[src/rtl/parity_engine_pkg.sv]
// Shared encodings for the UART parity engine: parity modes, FSM states and
// the mode-to-parity-bit mapping.
package parity_engine_pkg;

    localparam logic [1:0] PAR_EVEN  = 2'b00;
    localparam logic [1:0] PAR_ODD   = 2'b01;
    localparam logic [1:0] PAR_MARK  = 2'b10;
    localparam logic [1:0] PAR_SPACE = 2'b11;

    localparam logic [1:0] ST_IDLE    = 2'b00;
    localparam logic [1:0] ST_ACCUM   = 2'b01;
    localparam logic [1:0] ST_PAR_RDY = 2'b10;

    function automatic logic par_of(input logic acc, input logic [1:0] mode);
        case (mode)
            PAR_EVEN: return acc;
            PAR_ODD:  return ~acc;
            PAR_MARK: return 1'b1;
            default:  return 1'b0;
        endcase
    endfunction

endpackage

[src/rtl/parity_engine_par_err_cnt.sv]
// Saturating error counter; a clear coinciding with an increment yields 1 so
// the error that arrives with the clear is not lost.
module par_err_cnt #(
    parameter int Cnt_width = 8
) (
    input  logic                 clk,
    input  logic                 rst_n,
    input  logic                 clr,
    input  logic                 inc,
    output logic [Cnt_width-1:0] cnt
);

    always_ff @(posedge clk or negedge rst_n) begin
        if (!rst_n)
            cnt <= '0;
        else if (clr)
            cnt <= Cnt_width'(inc);
        else if (inc && cnt != '1)
            cnt <= cnt + Cnt_width'(1);
    end

endmodule

[src/rtl/parity_engine.sv]
// Serial parity generator/checker for the UART TX/RX paths: one data bit per
// BIT_VLD strobe, run-time frame length and parity mode, sticky error status.
module parity_engine
    import parity_engine_pkg::*;
#(
    parameter  int Data_width = 8,
    parameter  int Cnt_width  = 8,
    localparam int Len_width  = $clog2(Data_width + 1)
) (
    input  logic                 CLK,
    input  logic                 RST,
    input  logic                 START,
    input  logic [Len_width-1:0] FRM_LEN,
    input  logic [1:0]           PAR_MODE,
    input  logic                 CHK_EN,
    input  logic                 BIT_VLD,
    input  logic                 BIT_IN,
    input  logic                 PAR_SMP,
    input  logic                 CLR_STS,
    output logic                 PAR_BIT,
    output logic                 PAR_VLD,
    output logic                 BUSY,
    output logic                 PAR_ERR,
    output logic                 ERR_STS,
    output logic                 SEQ_ERR,
    output logic [Cnt_width-1:0] ERR_CNT
);

    logic [1:0]           state, state_nxt;
    logic                 acc, acc_nxt;
    logic [Len_width-1:0] cnt, cnt_nxt;
    logic [Len_width-1:0] len, len_nxt, len_clamped;
    logic [1:0]           mode, mode_nxt;
    logic                 par_bit_q, par_err_q, err_sts_q, seq_err_q;
    logic                 perr_hit, seq_hit;

    // Zero or oversized lengths fall back to a full-width frame.
    always_comb begin
        len_clamped = FRM_LEN;
        if (FRM_LEN == '0 || 32'(FRM_LEN) > Data_width)
            len_clamped = Len_width'(Data_width);
    end

    always_comb begin
        state_nxt = state;
        acc_nxt   = acc;
        cnt_nxt   = cnt;
        len_nxt   = len;
        mode_nxt  = mode;
        perr_hit  = 1'b0;
        seq_hit   = 1'b0;
        if (START) begin
            // Abort/restart silently; same-cycle strobes are discarded.
            state_nxt = ST_ACCUM;
            acc_nxt   = 1'b0;
            cnt_nxt   = '0;
            len_nxt   = len_clamped;
            mode_nxt  = PAR_MODE;
        end else begin
            if (BIT_VLD) begin
                if (state == ST_ACCUM) begin
                    acc_nxt = acc ^ BIT_IN;
                    cnt_nxt = cnt + Len_width'(1);
                    if (cnt_nxt == len)
                        state_nxt = ST_PAR_RDY;
                end else begin
                    seq_hit = 1'b1;
                end
            end
            if (PAR_SMP) begin
                if (state == ST_PAR_RDY) begin
                    state_nxt = ST_IDLE;
                    perr_hit  = CHK_EN && (BIT_IN != par_bit_q);
                end else begin
                    seq_hit = 1'b1;
                end
            end
        end
    end

    always_ff @(posedge CLK or negedge RST) begin
        if (!RST) begin
            state     <= ST_IDLE;
            acc       <= 1'b0;
            cnt       <= '0;
            len       <= '0;
            mode      <= '0;
            par_bit_q <= 1'b0;
            par_err_q <= 1'b0;
            err_sts_q <= 1'b0;
            seq_err_q <= 1'b0;
        end else begin
            state     <= state_nxt;
            acc       <= acc_nxt;
            cnt       <= cnt_nxt;
            len       <= len_nxt;
            mode      <= mode_nxt;
            par_bit_q <= par_of(acc_nxt, mode_nxt);
            par_err_q <= perr_hit;
            err_sts_q <= perr_hit | (err_sts_q & ~CLR_STS);
            seq_err_q <= seq_hit | (seq_err_q & ~CLR_STS);
        end
    end

    par_err_cnt #(.Cnt_width(Cnt_width)) u_err_cnt (
        .clk   (CLK),
        .rst_n (RST),
        .clr   (CLR_STS),
        .inc   (perr_hit),
        .cnt   (ERR_CNT)
    );

    assign PAR_BIT = par_bit_q;
    assign PAR_VLD = (state == ST_PAR_RDY);
    assign BUSY    = (state != ST_IDLE);
    assign PAR_ERR = par_err_q;
    assign ERR_STS = err_sts_q;
    assign SEQ_ERR = seq_err_q;

endmodule

[config.mk]
export PLATFORM = sky130hd
export DESIGN_NAME = parity_engine
export DESIGN_NICKNAME = d
export VERILOG_FILES = /design/src/rtl/parity_engine_pkg.sv /design/src/rtl/parity_engine_par_err_cnt.sv /design/src/rtl/parity_engine.sv
export SDC_FILE = /design/constraint.sdc
export NUM_CORES = 1
export LEC_CHECK = 0
export ABC_AREA = 1
export CAP_MARGIN = 20
export CORE_AREA = 3 3 60 62
export DETAILED_ROUTE_END_ITERATION = 8
export DIE_AREA = 0 0 63 65
export PLACE_DENSITY = 0.8
export SYNTH_ARGS = -nofsm -noshare
export SYNTH_HDL_FRONTEND = slang
export SYNTH_SLANG_ARGS = --single-unit
export TNS_END_PERCENT = 20
[constraint.sdc]
create_clock -name CLK -period 2.7 [get_ports CLK]
set_input_delay 0.81 -clock CLK [delete_from_list [all_inputs] [get_ports CLK]]
set_output_delay 0.81 -clock CLK [all_outputs]
set_load 0.005 [all_outputs]
==> results of run 1 <==
final cells by class:
type | instances | area, µm² | share of cell area, %
multi-input combinational | 126 | 647 | 37.5
inverter | 25 | 95.1 | 5.51
clock buffer | 4 | 26.3 | 1.52
sequential | 25 | 626 | 36.2
tap | 44 | 55.1 | 3.19
timing repair buffer | 28 | 278 | 16.1
how the worst max path moves through the flow:
stage                     cells after the start                      endpoint  slack [ns]
after global routing                          3                          BUSY        0.38
after detailed placement                     10  u_err_cnt.cnt[4]$_DFFE_PN0P_        0.34
after global placement                       10  u_err_cnt.cnt[7]$_DFFE_PN0P_        0.44
after floorplan                               7             PAR_BIT$_DFF_PN0_        1.20
after CTS                                     2                       PAR_VLD        0.45
final                                         3                          BUSY        0.46
logic make-up (layout without fill, tap and decap cells):
logic type	after synthesis	after routing
xor gates and xnor gates	6	6
DFF	25	25
adders and majority gates	2	2
and+or+nand+nor	103	103
AOI/OAI and AO/OA	15	15
buffers and inverters	27	57
power groups by stage:
stage / logic, W / registers (W) / clock network (W)
floorplan: 0.0000553 / 0.000410 / 0
global placement: 0.000104 / 0.000412 / 0
detailed placement: 0.000107 / 0.000412 / 0
CTS: 0.000108 / 0.000405 / 0.000170
global route: 0.000120 / 0.000408 / 0.000186
finish: 0.000107 / 0.000405 / 0.000166
state kept, by name, summed over array words and instances, names as in the netlist:
| name | flops |
|---|---|
| ERR_STS | 1 |
| PAR_BIT | 1 |
| PAR_ERR | 1 |
| SEQ_ERR | 1 |
| acc | 1 |
| cnt | 4 |
| len | 4 |
| mode | 2 |
| state | 2 |
| u_err_cnt.cnt | 8 |
worst max-delay path, stage by stage (launching register included):
cell             delay [ns]
dfrtp_1                0.48
inv_1                  0.07
nand2_1                0.07
clkdlybuf4s50_1        0.50
through the flow:
step	util, %	setup slack (ns)	cell area [µm²]
after floorplan	-	1.20	1380
after global placement	55.2	0.440	1700
after detailed placement	55.2	0.342	1700
after CTS	56.1	0.452	1730
after global routing	56.1	0.379	1730
final	56.1	0.458	1730
placed cells by master (no fill, tap or decap), types with 2 or more instances in the layout:
cell type,netlist,final
a21oi_1,2,2
clkbuf_4,0,3
clkdlybuf4s50_1,0,27
dfrtp_1,25,25
ha_1,2,2
inv_1,22,22
inv_2,2,2
nand2_1,54,54
nand2_2,3,3
nand2_4,2,2
nand3_1,25,25
nand4_1,3,3
nor2_1,10,10
nor2_2,2,2
o21ai_0,7,7
o22ai_1,2,2
xor2_1,6,6
per-layer routing:
metal	routed length, µm	vias up	part of all wire [%]
met4	50	0	1.7
met5	0	-	0
met1	1370	567	46
met2	1420	34	48
li1	-	630	-
met3	134	4	4.5
==> results.py, run 1 <==
metrics = {
    "logic_synthesis": {
        "synth_simple_gate_area_share_pct": 34.9,
        "yosysTopAreaCellShare_pct": 45.5,
        "synthArstFlopShare_pct": 100,
        "synthMuxAreaShare_pct": 0,
        "ys_warn_count": 0,
        "ys_ff_latch": 25,
        "synth-xor-area-share_pct": 3.82,
        "synth_compound_area_share_pct": 6.45,
        "yosysMostFrequentCell": "nand2_1",
        "synth-main-ff-cell": "dfrtp_1",
        "synthesis.area_um2": 1380,
        "synth_top_area_cell": "dfrtp_1",
        "syn-instance-count": 178,
        "synth_top_family_by_area": "simple AND/OR/NAND/NOR gates",
        "synth_common_cells": "nand2_1, dfrtp_1, nand3_1",
        "syn_nets": 194,
        "ys_types": 26,
        "synth.yosys.seq_area_share_pct": 45.5,
        "synth_area_leaders": "dfrtp_1, nand2_1, nand3_1",
        "syn_area_per_cell_um2": 7.73,
        "synth_edf_count": 0,
        "synthAdderAreaFrac_pct": 1.82,
    },
    "run_status": {
        "outcome": "finished clean",
    },
    "clock_tree": {
        "cts_tree": "yes",
        "cts_setup_buffers": 0,
        "ctsResizeCount": 0,
        "h-tree-depth": 1,
        "cts_root_buf": "clkbuf_4",
        "numCtsBuffers": 3,
        "numClockSinks": 25,
        "clkTransAtPathRegs_ns": 0.13,
        "ctsHoldBuffers": 0,
        "cts_buffer_depth": 2,
        "clkLatencyLatePin_ns": 0.31,
    },
    "layout": {
        "finalNonFillerCells": 252,
        "area_growth_pct": 25.5,
        "nets": 225,
        "fill_cells": 285,
        "drive_above_1_share_pct": 8.17,
        "antenna_cells": 0,
    },
    "setup_path": {
        "rrSetupSlack_ns": 1.15,
        "r2r-end": "u_err_cnt.cnt[4]$_DFFE_PN0P_",
        "crit_type": "register to output pin",
        "reg2reg_depth": 8,
        "crit_required_ns": 1.89,
        "r2r-start": "u_err_cnt.cnt[0]$_DFFE_PN0P_",
        "crit_fanout": 5,
        "end_kind": "output pin",
        "startpoint_type": "register",
        "cp.arrival_ns": 1.43,
        "startpoint": "state[0]$_DFF_PN0_",
    },
    "routing": {
        "wl_mm": 2.97,
        "postRouteAntennaNets": 0,
        "vias": 1235,
        "first_pass_iters": 4,
        "post_drt_wl_per_cell_um": 11.8,
        "drt_iter0_markers": 22,
        "drc": 0,
        "viasPerCell": 4.90,
    },
    "pwr": {
        "power.total_w": 0.000677,
        "pwr-share-clk_pct": 24.5,
        "ir_worst_vdd_mv": 0.270,
        "p_leak_nw": 0.881,
        "powerDensity_nw_per_um2": 392,
        "internal_power_w": 0.000498,
        "seq_power_share_pct": 59.8,
        "swShare_pct": 26.5,
        "p_comb_share_pct": 15.7,
        "switching_power_w": 0.000179,
    },
    "min_path": {
        "min_from": "mode[0]$_DFF_PN0_",
        "hp-class": "register to register",
        "whs_endpoint": "mode[0]$_DFF_PN0_",
        "holdPathStages": 2,
    },
    "die": {
        "chipHeight_um": 65,
        "core_area_um2": 3080,
        "dieArea_um2": 4100,
        "initial_core_util_pct": 44.7,
        "rows": 20,
        "die_w_um": 63,
        "io_pins": 28,
    },
    "global_routing": {
        "overflow": 0,
        "busiest_layer": "met2",
        "grt_pass1_wl_mm": 5.06,
        "grt_max_degree": 26,
        "antenna_found_initial": 0,
        "use_met1_pct": 20.2,
        "first_global_vias": 1169,
        "grt_use_met2_pct": 26.0,
        "met3_usage_pct": 2.08,
        "gr-usage-all-layers_pct": 15.7,
    },
    "timing": {
        "fin_crit_sh_pct": 83.0,
        "skew_ns": 0.00177,
        "hold_slack_ns": 0.520,
        "final-hold-violation-count": 0,
        "setup_viol": 0,
        "rsz0062_at_grt": "false",
        "slew_viol_final": 0,
        "relSlewSlack_pct": 69.9,
        "fmax_mhz": 446,
        "fin_setup_tns_ns": 0,
        "period_minus_slack_ns": 2.24,
        "worstMarginPinSlew_ns": 0.452,
    },
    "placement": {
        "gp_congestion": 0.825,
        "port_buffers": 27,
        "hpwl_mm": 2.31,
        "dp.cells": 248,
    },
    "job": {
        "drv_cap": 0,
    },
}
Note: power is estimated with default switching activity, not from simulation.
==> run 2: changes to the inputs <==
--- a/config.mk
+++ b/config.mk
@@ -10,7 +10,7 @@
 export CORE_AREA = 3 3 60 62
 export DETAILED_ROUTE_END_ITERATION = 8
 export DIE_AREA = 0 0 63 65
-export PLACE_DENSITY = 0.8
+export PLACE_DENSITY = 0.83
 export SYNTH_ARGS = -nofsm -noshare
 export SYNTH_HDL_FRONTEND = slang
 export SYNTH_SLANG_ARGS = --single-unit
==> constraint.sdc (replaced) <==
create_clock -name CLK -period 1.95 [get_ports CLK]
set_input_delay 0.585 -clock CLK [delete_from_list [all_inputs] [get_ports CLK]]
set_output_delay 0.585 -clock CLK [all_outputs]
set_load 0.005 [all_outputs]
==> results.py, run 2 (synthesized netlist as in run 1, its figures left out) <==
metrics = {
    "timing": {
        "worstMarginPinSlew_ns": 0.456,
        "fin_crit_sh_pct": 95.9,
        "slew_viol_final": 0,
        "fmax_mhz": 535,
        "final-hold-violation-count": 0,
        "fin_setup_tns_ns": 0,
        "relSlewSlack_pct": 69.6,
        "setup_slack_ns": 0.0793,
        "period_minus_slack_ns": 1.87,
        "skew_ns": 0.00186,
        "setup_viol": 0,
        "rsz0062_at_grt": "false",
    },
    "die": {
        "die_w_um": 63,
        "chipHeight_um": 65,
        "initial_core_util_pct": 44.7,
        "io_pins": 28,
        "dieArea_um2": 4100,
        "core_area_um2": 3080,
        "rows": 20,
    },
    "setup_path": {
        "crit_required_ns": 1.36,
        "cp.depth": 1,
        "startpoint_type": "register",
        "crit_fanout": 5,
        "cpPeakStageDelay_ns": 0.52,
        "path_buf_inv": 1,
        "reg2reg_depth": 8,
        "cp_slowest_cell": "clkdlybuf4s50_1",
        "cp.arrival_ns": 1.29,
        "crit_type": "register to output pin",
        "end_kind": "output pin",
        "crit_chain": "clkdlybuf4s50_1",
        "cp_top_family": "buffers and inverters",
    },
    "layout": {
        "largest_reg_flops": 8,
        "final_common_cell": "nand2_1",
        "ff_latch_area_um2": 634,
        "area_growth_pct": 28.0,
        "final_util_pct": 57.2,
        "fin_area_um2": 1760,
        "top_regs": "u_err_cnt.cnt (8), cnt (4), len (4)",
        "layout_common_cells": "nand2_1, nand3_1, clkdlybuf4s50_1",
        "drive_above_1_share_pct": 13.3,
        "regMostFlops": "u_err_cnt.cnt",
        "fill_cells": 281,
        "multi_input_area_um2": 647,
        "antenna_cells": 0,
        "nets": 228,
    },
    "clock_tree": {
        "h-tree-depth": 1,
        "cts_tree": "yes",
        "clkLatencyLatePin_ns": 0.32,
        "cts_root_buf": "clkbuf_4",
        "numClockSinks": 25,
        "clkTransAtPathRegs_ns": 0.14,
        "cts_buffer_depth": 2,
        "ctsHoldBuffers": 0,
        "numCtsBuffers": 3,
    },
    "routing": {
        "vias": 1217,
        "post_drt_wl_per_cell_um": 11.3,
        "drc": 0,
        "viasPerCell": 4.77,
        "postRouteAntennaNets": 0,
        "first_pass_iters": 4,
        "drt_iter0_markers": 65,
        "wl_mm": 2.88,
    },
    "run_status": {
        "outcome": "finished clean",
    },
    "global_routing": {
        "antenna_found_initial": 0,
        "use_met1_pct": 19.6,
        "grt_max_degree": 26,
        "busiest_layer": "met2",
        "gr-usage-all-layers_pct": 15.2,
        "met3_usage_pct": 2.08,
        "first_global_vias": 1156,
        "overflow": 0,
        "grt_use_met2_pct": 24.2,
        "grt_pass1_wl_mm": 4.94,
    },
    "placement": {
        "gp_congestion": 0.846,
        "pre_cts_slack_ns": 0.000827,
        "port_buffers": 27,
        "hpwl_mm": 2.23,
        "place_area_um2": 1720,
    },
    "min_path": {
        "holdPathStages": 2,
        "hp-class": "register to register",
    },
    "job": {
        "drv_cap": 0,
    },
    "pwr": {
        "power.total_w": 0.000947,
        "p_leak_nw": 0.928,
        "powerDensity_nw_per_um2": 537,
        "ir_worst_vdd_mv": 0.264,
    },
}
==> run 2: per-stage QoR <==
step | cells | hold slack, ns
final | 255 | 0.525
after floorplan | 178 | 0.289
after global routing | 255 | 0.540
after detailed placement | 251 | 0.486
after CTS | 255 | 0.529
after global placement | 251 | 0.475
==> run 2: repair_timing <==
item | in CTS | in global routing
hold endpoints to repair | 0 | 0
buffers inserted | 0 | 0
cloned | 0 | 0
endpoints found under the setup margin | 3 | 7
pin swaps | 0 | 0
resized for setup | 4 | 7
==> run 2: worst paths after layout <==
path	from	endpoint	slack, ns
worst max-delay path	u_err_cnt.cnt[3]$_DFFE_PN0P_	ERR_CNT[3]	0.08
min in group asynchronous	RST	mode[1]$_DFF_PN0_	0.60
worst min-delay path	ERR_STS$_DFF_PN0_	ERR_STS$_DFF_PN0_	0.52
worst min register to register	ERR_STS$_DFF_PN0_	ERR_STS$_DFF_PN0_	0.52
worst max register to register	u_err_cnt.cnt[0]$_DFFE_PN0P_	u_err_cnt.cnt[4]$_DFFE_PN0P_	0.44
max in group asynchronous	RST	u_err_cnt.cnt[4]$_DFFE_PN0P_	1.09
==> run 2: layout make-up <==
cell class                 instances  share of cell area [%]
clock buffer                       3                    1.28
multi-input combinational        126                    36.7
sequential                        25                    36.0
inverter                          25                    5.40
timing repair buffer              31                    17.2
tap                               44                    3.12
clock inverter                     1                   0.284
==> run 2: where the power goes <==
| part | total [W] | internal, W | switching [W] | leakage (nW) |
|---|---|---|---|---|
| combinational | 0.000150 | 0.0000705 | 0.0000792 | 0.592 |
| sequential | 0.000561 | 0.000542 | 0.0000186 | 0.318 |
| clock | 0.000236 | 0.0000770 | 0.000159 | 0.0177 |
==> run 2: metal layers <==
| layer | up-vias | wire, µm |
|---|---|---|
| met5 | - | 0 |
| met3 | 5 | 94 |
| met4 | 0 | 65 |
| met2 | 25 | 1320 |
| li1 | 631 | - |
| met1 | 556 | 1400 |
==> run 3: changes to the inputs <==
--- a/config.mk
+++ b/config.mk
@@ -8,6 +8,7 @@
 export ABC_AREA = 1
 export CAP_MARGIN = 20
 export CORE_AREA = 3 3 60 62
+export CTS_CLUSTER_SIZE = 24
 export DETAILED_ROUTE_END_ITERATION = 8
 export DIE_AREA = 0 0 63 65
 export PLACE_DENSITY = 0.83
==> results of run 3 <==
The final DEF is identical to that of run 2; final timing and power are the same.
